**config.mk**
```make
export PLATFORM = sky130hd
export DESIGN_NAME = div_unit
export DESIGN_NICKNAME = d
export VERILOG_FILES = /design/src/rtl/div_unit.sv
export SDC_FILE = /design/constraint.sdc
export NUM_CORES = 1
export LEC_CHECK = 0
export ABC_AREA = 1
export BUFFER_PORTS_ARGS = -buffer_cell sky130_fd_sc_hd__buf_4
export CORE_UTILIZATION = 55
export DETAILED_ROUTE_END_ITERATION = 6
export GPL_ROUTABILITY_DRIVEN = 0
export PLACE_DENSITY_LB_ADDON = 0.05
export SLEW_MARGIN = 10
export SYNTH_ARGS = -nofsm -noshare
export SYNTH_HDL_FRONTEND = slang
export SYNTH_SLANG_ARGS = --single-unit
```
**constraint.sdc**
```tcl
create_clock -name clk -period 4.07 [get_ports clk]
set_clock_uncertainty 0.15 [all_clocks]
set_input_delay 0.407 -clock clk [delete_from_list [all_inputs] [get_ports clk]]
set_output_delay 0.407 -clock clk [all_outputs]
set_load 0.005 [all_outputs]
```
**src/rtl/div_unit.sv**
```systemverilog
// Radix-2 restoring DIV/DIVU unit producing {remainder, quotient} for HI/LO.
// Latency: done 33 cycles after start is accepted, 1 cycle for a zero divisor.
// Backpressure: holds IF..EX through stall_req while busy; annul abandons the op.
module div_unit #(
  parameter int DATA_W = 32
) (
  input  logic                  clk,
  input  logic                  resetn,
  input  logic                  start,
  input  logic                  signed_div,
  input  logic [DATA_W-1:0]     opdata_a,
  input  logic [DATA_W-1:0]     opdata_b,
  input  logic                  annul,
  output logic                  stall_req,
  output logic                  done,
  output logic [2*DATA_W-1:0]   result
);

  localparam int CNT_W = $clog2(DATA_W);

  typedef enum logic [1:0] {IDLE, BUSY, DONE} state_t;

  state_t              state;
  logic [CNT_W-1:0]    cnt;
  logic [DATA_W-1:0]   rem_q;
  logic [DATA_W-1:0]   quo_q;
  logic [DATA_W-1:0]   dvsr_q;
  logic                qneg_q;
  logic                rneg_q;

  logic                a_neg;
  logic                b_neg;
  logic [DATA_W-1:0]   a_abs;
  logic [DATA_W-1:0]   b_abs;
  logic [DATA_W:0]     trial;
  logic [DATA_W-1:0]   rem_nxt;
  logic [DATA_W-1:0]   quo_nxt;
  logic [DATA_W-1:0]   rem_fix;
  logic [DATA_W-1:0]   quo_fix;
  logic                last;

  always_comb begin
    a_neg = signed_div & opdata_a[DATA_W-1];
    b_neg = signed_div & opdata_b[DATA_W-1];
    a_abs = a_neg ? -opdata_a : opdata_a;
    b_abs = b_neg ? -opdata_b : opdata_b;

    // Shifted partial remainder is W+1 bits wide; the top bit of the difference is the borrow.
    trial = {rem_q, quo_q[DATA_W-1]} - {1'b0, dvsr_q};
    if (!trial[DATA_W]) begin
      rem_nxt = trial[DATA_W-1:0];
      quo_nxt = {quo_q[DATA_W-2:0], 1'b1};
    end else begin
      rem_nxt = {rem_q[DATA_W-2:0], quo_q[DATA_W-1]};
      quo_nxt = {quo_q[DATA_W-2:0], 1'b0};
    end

    rem_fix = rneg_q ? -rem_nxt : rem_nxt;
    quo_fix = qneg_q ? -quo_nxt : quo_nxt;
    last    = (cnt == CNT_W'(DATA_W-1));
  end

  // Dropping the stall in DONE lets EX advance so the same instruction is not re-issued.
  assign stall_req = (state == BUSY) | ((state == IDLE) & start & ~annul);
  assign done      = (state == DONE) & ~annul;

  always_ff @(posedge clk or negedge resetn) begin
    if (!resetn) begin
      state  <= IDLE;
      cnt    <= '0;
      rem_q  <= '0;
      quo_q  <= '0;
      dvsr_q <= '0;
      qneg_q <= 1'b0;
      rneg_q <= 1'b0;
      result <= '0;
    end else begin
      case (state)
        IDLE: begin
          if (start && !annul) begin
            if (opdata_b != '0) begin
              rem_q  <= '0;
              quo_q  <= a_abs;
              dvsr_q <= b_abs;
              qneg_q <= a_neg ^ b_neg;
              rneg_q <= a_neg;
              cnt    <= '0;
              state  <= BUSY;
            end else begin
              result <= {opdata_a, {DATA_W{1'b1}}};
              state  <= DONE;
            end
          end
        end
        BUSY: begin
          if (annul) begin
            state <= IDLE;
          end else begin
            rem_q <= rem_nxt;
            quo_q <= quo_nxt;
            cnt   <= cnt + 1'b1;
            if (last) begin
              result <= {rem_fix, quo_fix};
              state  <= DONE;
            end
          end
        end
        DONE:    state <= IDLE;
        default: state <= IDLE;
      endcase
    end
  end

endmodule

```
# [Word-level counts from Yosys, hierarchy flattened]
# Index checks and enable logic that the tools add are counted.
[word_totals] register_bits=169 out_inout_bits=66 input_bits=69 elab_cells=68
[op_classes] n_eq_ne=9 add_sub_neg=6 muxes=28 bitwise_logic=8 reduce_logical=9
[ops] op="2-to-1 mux 32 bit" n=11
[ops] op="2-to-1 mux 64 bit" n=4
[ops] op="negation 32 bit" n=4
[ops] op="case mux 32 bit (2 select lines)" n=2
[ops] op="case mux 64 bit (2 select lines)" n=1
[ops] op="subtractor 33 x 32 -> 33 bit" n=1
[ops] op="nonzero test 32 bit" n=1
[ops] op="2-to-1 mux 5 bit" n=3
[ops] op="case mux 5 bit (2 select lines)" n=1
[ops] op="2-to-1 mux 2 bit" n=4
[ops] op="!= test 2 bit (second input constant)" n=3
[ops] op="adder 5 x 1 -> 5 bit (second input constant)" n=1
[ops] op="bitwise AND 1 bit" n=5
[ops] op="== test 5 bit (second input constant)" n=1
[ops] op="AND reduction 5 bit" n=1
[ops] op="!= test 2 x 1 -> 1 bit (second input constant)" n=2
[ops] op="case mux 2 bit (2 select lines)" n=1
[ops] op="AND reduction 4 bit" n=1
[ops] op="!= test 3 bit (second input constant)" n=1
[ops] op="AND reduction 3 bit" n=1
[ops] op="== test 2 x 1 -> 1 bit (second input constant)" n=1
[ops] op="== test 2 bit (second input constant)" n=1
[ops] op="zero test 2 bit" n=1
[ops] op="AND reduction 2 bit" n=1
[ops] op="other kinds (7)" n=7

# [Logic depth before layout (Yosys ltp)]
# Gate-level depths: netlist of run 1.
[depth] ltp_word=7 ltp_mapped=30

# [Worst setup path after synthesis of run 1]
# OpenSTA, ideal clock, no wires.
[synth_timing] path_type="register to register" startpoint="register quo_q[31]" endpoint="register result[28]" required_time_ps=3800 path_buffers=2 slack_ps=-87 setup_time_ps=120 arrival_time_ps=3887 stages_incl_launch_ff=30 cell_sequence="dfrtp_1 -> inv_1 -> ha_1 -> inv_1 -> fa_1 -> nand2_1 -> nand2_1 -> nand3_1 -> nand2_2 -> nand2_2 -> nand2_4 -> nand2_4 -> nand3_2 -> nand2_4 -> buf_6 -> buf_6 -> ha_1 -> nand3_1 -> nor3_1 -> nand2_1 -> nor3_2 -> nand3_1 -> o21ai_2 -> nand2_1 -> a21oi_1 -> o21ai_1 -> a21oi_1 -> xor2_1 -> o22ai_1 -> inv_1"
[synth_via] elab_chain_cells=7
[synth_rtl] item="start: declaration" line_no="26" source="logic [DATA_W-1:0] quo_q;"
[synth_rtl] item="start signal: assignment" line_no="83" source="quo_q <= a_abs;"
[synth_rtl] item="start signal: assignment" line_no="100" source="quo_q <= quo_nxt;"
[synth_rtl] item="subtractor 33 x 32 -> 33 bit" line_no="49" source="trial = {rem_q, quo_q[DATA_W-1]} - {1'b0, dvsr_q};"
[synth_rtl] item="2-to-1 mux 1 bit" line_no="50" source="if (!trial[DATA_W]) begin"
[synth_rtl] item="negation 32 bit" line_no="59" source="quo_fix = qneg_q ? -quo_nxt : quo_nxt;"
[synth_rtl] item="2-to-1 mux 32 bit" line_no="59"
[synth_rtl] item="2-to-1 mux 64 bit" line_no="102" source="if (last) begin"
[synth_rtl] item="2-to-1 mux 64 bit" line_no="96" source="if (annul) begin"
[synth_rtl] item="case mux 64 bit (2 select lines)" line_no="78" source="case (state)"
[synth_rtl] item="end signal: assignment" line_no="90" source="result <= {opdata_a, {DATA_W{1'b1}}};"
[synth_rtl] item="end signal: assignment" line_no="103" source="result <= {rem_fix, quo_fix};"
[synth_rtl] item="end: declaration" line_no="16" source="output logic [2*DATA_W-1:0] result"
# Every way passes these cells. The select of a mux whose other input is x is not followed.
# A chain may end at the register's enable or synchronous reset.

# [Final worst setup path of run 1]
# Ends and elaborated chain as after synthesis.

==> metrics.txt, run 1 <==
final setup vio count=0; Leak Pwr=8.166 nW; hpwl dp=33580 µm; Reg power frac=0.211; Via density=5.632; RSZ-0062 raised after global routing=yes; Least-Margin Pin Slew=897.2 ps; Tot Pwr=14.06 mW; Post-synth EDFFs=0; Synth Area in Simple Gates=0.3604; slew margin rel.=0.4010; htree depth=4; Max Cap Viol=0; clk sink count=169; mapped cell area=0.01330 mm²; vias in the first global route=13080; TritonCTS Buffers=17; Non-Filler Instances=2534; status=finished clean; total track usage=0.3671; post-synth cell types=51; internal power=6.417 mW; # port buffers=134; final hold vios=0; CTS tree=yes; CP Class=reg -> reg; Peak Freq=255.4 MHz; Avg WL per Cell=17.54 µm; post-synthesis sequential area ratio=0.3179; Tcrit/Tclk final=0.9619; post-synthesis mux area share=0.0007524; setup TNS=0 ps; total die area=0.02481 mm²; warning count from the yosys run=0; CTS root buf=clkbuf_16; largest net degree at the start of global routing=81; Peak VDD IR=0.0006600 V; 1st-iter DRT viols=1572; reg2reg setup slack=150 ps; CP arrival=4150 ps; CORE AREA=0.02361 mm²; Worst-path clk slew=80 ps; TritonRoute pass-1 iters=5; ANT cells=0; FP Rows=56; Async SR Flop Fraction=1.000; met3 WL=4721 µm; global route total overflow=0; worst hold slack=65.25 ps; layout cells sized above 1=0.1467; starting density of the core=0.5634; die width=157.5 µm; syn_nets=2172; complex-gate fraction of the synthesized area=0.1331; hold crit path type=in -> reg; cell count after placement=2490; #FFs+latches synth=169; P&R area growth vs syn=17.25%; vias after detailed routing=14270; wl on met1=19570 µm; Post-Synthesis Cells=2064; die outline height=157.5 µm; fin. max-slew vios=0; NetSw=7.648 mW; power share of the clock group=0.120; adder-cell share of the synthesized area=0.03725; Detail Route Antenna Nets=0; initial antenna violation count=1; Min Clock Period, post-route=3915 ps; first-pass GRT wire length=69250 µm; dominant synthesized flop cell=dfrtp_1; Power Dens Cells=901.7 mW/mm²; CP Data Required Time=4300 ps; WL final=44440 µm; num ports=135; Sw Ratio=0.5438; Max Used Layer=met4; Core Util, Final=0.6606; crit end category=register; largest family of logic cells by synthesized area=simple AND/OR/NAND/NOR gates; startpoint types=register; Crit Path Max Fanout=4; drt drc=0; WL met2=18950 µm; average size of a mapped cell=6.445 µm²; Clk Latency, worst-skew pair=450 ps; fin nets=2310; Bufs on Longest Clock Path=2; Synth Area in XOR/XNOR=0.04280; Logic pwr share=0.669
## power by group through the flow
| stage | combinational [mW] | sequential, mW | clock (mW) |
|---|---|---|---|
| CTS | 8.94 | 2.93 | 1.69 |
| global route | 10.4 | 3.03 | 1.76 |
| detailed placement | 8.86 | 2.95 | 0 |
| global placement | 8.72 | 2.93 | 0 |
| finish | 9.41 | 2.97 | 1.69 |
| floorplan | 6.24 | 2.82 | 0 |
## critical path, cell delays in order, from the launching register on
cell,delay [ps]
dfrtp_1,400
inv_2,80
ha_4,130
inv_2,40
fa_2,390
nand2_2,70
nand2_2,70
nand3_2,80
nand2_2,60
nand2_2,80
nand2_4,60
nand2_4,100
nand3_4,80
nand2_4,120
ha_4,170
nand3_4,90
nor3_4,180
nand2_2,100
nor3_4,210
nand3_2,130
o21ai_4,220
nand2_2,100
a21oi_4,180
o21ai_2,100
a21oi_2,150
xor2_1,160
o22ai_1,80
inv_1,70
## kinds of logic after synthesis
family | after synthesis
xor+xnor | 65
compound gates | 310
buf+inv | 368
mux | 1
flops | 169
fa+ha+maj | 39
simple gates | 1112
## timing repair
item / in CTS / in global routing
hold buffers: 1 / 0
gates resized for setup: 4 / 32
hold endpoints to repair: 78 / 0
buffers inserted: 0 / 11
pin swaps: 2 / 14
setup endpoints to repair: 3 / 25
## synth_stat cells, types with 4 or more instances
master    count  share of area
o21ai_1      12         0.0045
inv_2         4         0.0011
or2_2         4         0.0019
nand2_1     657           0.19
buf_2         6         0.0023
o221ai_1     15         0.0099
clkbuf_1     53          0.015
inv_1       295          0.083
o21ai_2       4         0.0026
nor2_2       15         0.0071
dfrtp_1     169           0.32
and2_1        4         0.0019
ha_1         38          0.036
o21ai_0     148          0.056
nand3_1     136          0.051
xnor2_1      12         0.0079
nand2_2      32          0.015
xor2_1       53          0.035
nand2_4       9         0.0076
o31ai_1      10         0.0056
nand4_1      19         0.0089
a21oi_2       5         0.0033
a21oi_1      64          0.024
o211ai_1      9         0.0051
o22ai_1      17         0.0080
buf_6         4         0.0034
a31oi_1      16         0.0075
nor3_1       31          0.012
nor4_1       15         0.0071
nor2_1      174          0.049
## area by class of cell
cell class	count	area, µm²
clock buffer	18	429.2
clock inverter	14	176.4
fill	2231	8015
inverter	302	1135
multi-input combinational	1527	7818
sequential	169	4229
tap	319	399.1
timing repair buffer	185	1411
## final timing paths
kind / start / to / cells past startpoint
min reg2reg: result[21] / result[21] / 2
max: quo_q[31] / result[28] / 27
min in group asynchronous: resetn / rem_q[4] / 2
max in group asynchronous: resetn / dvsr_q[28] / 3
max reg2reg: quo_q[31] / result[28] / 27
min: annul / state[0] / 2
## layer usage
layer  track usage  vias to the layer above
met1        0.5270                     6584
met4        0.1096                        0
met2        0.5539                      733
met3       0.07379                       87
met5             0                        -
li1              -                     6868
## per-stage QoR
step | cell area [µm²] | setup WS, ps
floorplan | 13320 | 1.604
global placement | 14740 | 12.69
detailed placement | 14740 | -87.89
CTS | 15380 | 3.220
global route | 15600 | -72.50
finish | 15600 | 155.0
## state kept, by name (all words and copies together), names as in the netlist
signal / flops
dvsr_q: 32
result: 64
rneg_q: 1
cnt: 5
rem_q: 32
state: 2
qneg_q: 1
quo_q: 32
## placed cells by master (no fill, tap or decap), drive strengths merged, types with 18 or more instances in the layout
cell type	netlist	routed
xor2	53	53
buf	13	184
a21oi	70	70
nor2	192	192
nor3	32	32
nand2	700	700
clkbuf	53	18
o21ai	164	164
dfrtp	169	169
ha	38	38
nand4	19	19
inv	299	305
nand3	140	140
No activity file was read; power rests on OpenSTA's default activity.
==> run 2, diff against run 1 <==
==> config.mk (replaced) <==
export PLATFORM = sky130hd
export DESIGN_NAME = div_unit
export DESIGN_NICKNAME = d
export VERILOG_FILES = /design/src/rtl/div_unit.sv
export SDC_FILE = /design/constraint.sdc
export NUM_CORES = 1
export LEC_CHECK = 0
export BUFFER_PORTS_ARGS = -buffer_cell sky130_fd_sc_hd__buf_4
export CORE_UTILIZATION = 54
export DETAILED_ROUTE_END_ITERATION = 6
export GPL_ROUTABILITY_DRIVEN = 0
export PLACE_DENSITY_LB_ADDON = 0.05
export SLEW_MARGIN = 20
export SYNTH_ARGS = -nofsm -noshare
export SYNTH_HDL_FRONTEND = slang
export SYNTH_SLANG_ARGS = --single-unit
==> metrics.txt, run 2 <==
CTS tree=yes; Logic pwr share=0.332; clk sink count=169; worst r2r src=quo_q[31]; Peak Freq=226.4 MHz; drt drc=0; most common cell in the netlist=nand2_1; Peak VDD IR=0.0002312 V; Non-Filler Instances=2073; Tcrit/Tclk final=1.085; dpl ws=-416.3 ps; status=complete, but fails checks; CORE AREA=0.02209 mm²; Critical path origin=quo_q[31]; Post-synth top cells=nand2_1, dfrtp_1, nor2_1, o21ai_0, a21oi_1; htree depth=4; P&R area growth vs syn=27.37%; Sw Ratio=0.3534; post-synth cell types=79; Core Util, Final=0.7089; slowest CP cell=dfrtp_1; global route total overflow=0; largest net degree at the start of global routing=99; WL final=36010 µm; #FFs+latches synth=169; first-pass GRT wire length=57930 µm; 1st-iter DRT viols=949; ANT cells=0; Post-synth EDFFs=0; die outline height=152.9 µm; most frequent cells in the layout=buf_4, nand2_1, dfrtp_1; syn_nets=1651; Least-Margin Pin Slew=979.0 ps; TritonCTS Buffers=17; startpoint types=register; most used cell, CP=inv_2; Post-DP Area=0.01455 mm²; cell breakdown of the critical path=inv_2 > ha_4 > inv_2 > fa_2 > a211oi_4 > o31ai_4 > o211a_1 > o21ai_2 > o32ai_4 > nor2_4 > inv_4 > buf_6 > a21oi_4 > ha_4 > inv_2 > nor4b_4 > nand4b_1 > o31ai_4 > nand3_2 > o21ai_2 > mux2i_1 > a21oi_1; num ports=135; final hold vios=0; die width=152.9 µm; Synth area leader=dfrtp_1; Via density=5.902; warning count from the yosys run=0; Worst-path clk slew=80 ps; Max Cap Viol=0; Post-Synthesis Cells=1543; slew margin rel.=0.3434; post-synthesis sequential area ratio=0.3440; CTS root buf=clkbuf_16; initial antenna violation count=0; starting density of the core=0.5565; most flop-heavy register=result; Power Dens Cells=353.9 mW/mm²; commonest non-fill, non-tap cell in the layout=buf_4; power share of the clock group=0.312; Async SR Flop Fraction=1.000; crit end category=register; # port buffers=134; hold crit path type=in -> reg; fin nets=1888; slack of the critical path=-346.5 ps; internal power=3.584 mW; setup TNS=-2957 ps; TritonRoute pass-1 iters=6; Reg power frac=0.356; final setup vio count=17; vias after detailed routing=12240; critical path's top delay family=compound AO/OA/AOI/OAI gates; failing checks=setup timing; average size of a mapped cell=7.969 µm²; NetSw=1.958 mW; Detail Route Antenna Nets=0; Largest register FFs=64; hpwl dp=26920 µm; worst path bufs/invs=5; fin. max-slew vios=0; slowest stage delay, CP=390 ps; RSZ-0062 raised after global routing=yes; top post-synthesis cells by area=dfrtp_1, o21ai_0, nand2_1; CP Data Required Time=4240 ps; layout cells sized above 1=0.2298; vias in the first global route=11230; Leak Pwr=6.993 nW; Crit Path Max Fanout=3; post-route cell area=0.01566 mm²; Yosys top cell area share=0.3440; Clk Latency, worst-skew pair=440 ps; Min Clock Period, post-route=4416 ps; Bufs on Longest Clock Path=2; hold_sp=annul; CP Class=reg -> reg; mapped cell area=0.01230 mm²; cell count after placement=2018; Avg WL per Cell=17.37 µm; total track usage=0.3088; total die area=0.02338 mm²; CP arrival=4590 ps; FP Rows=54; dominant synthesized flop cell=dfrtp_1
-- run 2: final cells by class --
type                    count  area (µm²)
inverters                  57       216.5
multi-input cells        1233        7881
fillers                  1786        6432
repair buffers            302        2364
clock buffers              18       439.2
clock inverters            14       181.4
flip-flops and latches    169        4229
well taps                 280       350.3
-- run 2: logic make-up after synthesis --
group	after synthesis	synth area share
and+or+nand+nor	537	0.1997
AOI/OAI and AO/OA	490	0.2474
DFF	169	0.3440
buffers and inverters	141	0.04579
xor gates and xnor gates	132	0.09403
adders and majority gates	39	0.04030
muxes	35	0.02890
-- run 2: routing by layer --
| metal | wire, µm | part of all wire | GRT usage | vias up |
|---|---|---|---|---|
| met2 | 16940 | 0.47 | 0.5098 | 428 |
| met3 | 1924 | 0.053 | 0.03346 | 71 |
| li1 | - | - | - | 5981 |
| met4 | 1088 | 0.030 | 0.1270 | 0 |
| met1 | 16060 | 0.45 | 0.4146 | 5755 |
| met5 | 0 | 0 | 0 | - |
-- run 2: worst register-to-register path, cell delays in order (launching register included) --
cell and delay (ps):
dfrtp_1 390, inv_2 80, ha_4 130, inv_2 40, fa_2 380, a211oi_4 310, o31ai_4 120, o211a_1 260
o21ai_2 210, o32ai_4 130, nor2_4 160, inv_4 60, buf_6 120, a21oi_4 150, ha_4 160, inv_2 50
nor4b_4 240, nand4b_1 210, o31ai_4 330, nand3_2 140, o21ai_2 190, mux2i_1 220, a21oi_1 90
-- run 2: what timing repair did --
item,CTS,global route
hold endpoints to repair,81,0
buffers inserted,12,12
resized for setup,21,42
hold buffers,1,0
pin swaps,34,37
endpoints found under the setup margin,19,29
-- run 2: path summary, 6_finish.rpt --
path	end	slack, ps	depth (start not counted)
setup / recovery	result[56]	-350	22
hold / removal	state[0]	50	2
setup reg to reg	result[56]	-350	22
hold reg to reg	result[43]	340	1
max in group asynchronous	dvsr_q[16]	2470	3
min in group asynchronous	result[3]	420	2
-- run 2: per-stage QoR --
stage | total power, mW | hold slack (ps)
6_report | 5.542 | 52.88
3_5_place_dp | 3.681 | 331.3
5_1_grt | 5.824 | 58.49
4_1_cts | 5.446 | 44.08
2_1_floorplan | 3.034 | -38.59
3_3_place_gp | 3.633 | 317.7
-- run 2: power by group through the flow --
stage                     clock [mW]  sequential [mW]  combinational, mW
final                           1.73             1.97               1.84
after global routing            1.80             2.00               2.02
after CTS                       1.74             1.97               1.73
after detailed placement           0             2.00               1.68
after global placement             0             1.99               1.64
after floorplan                    0             1.97               1.06
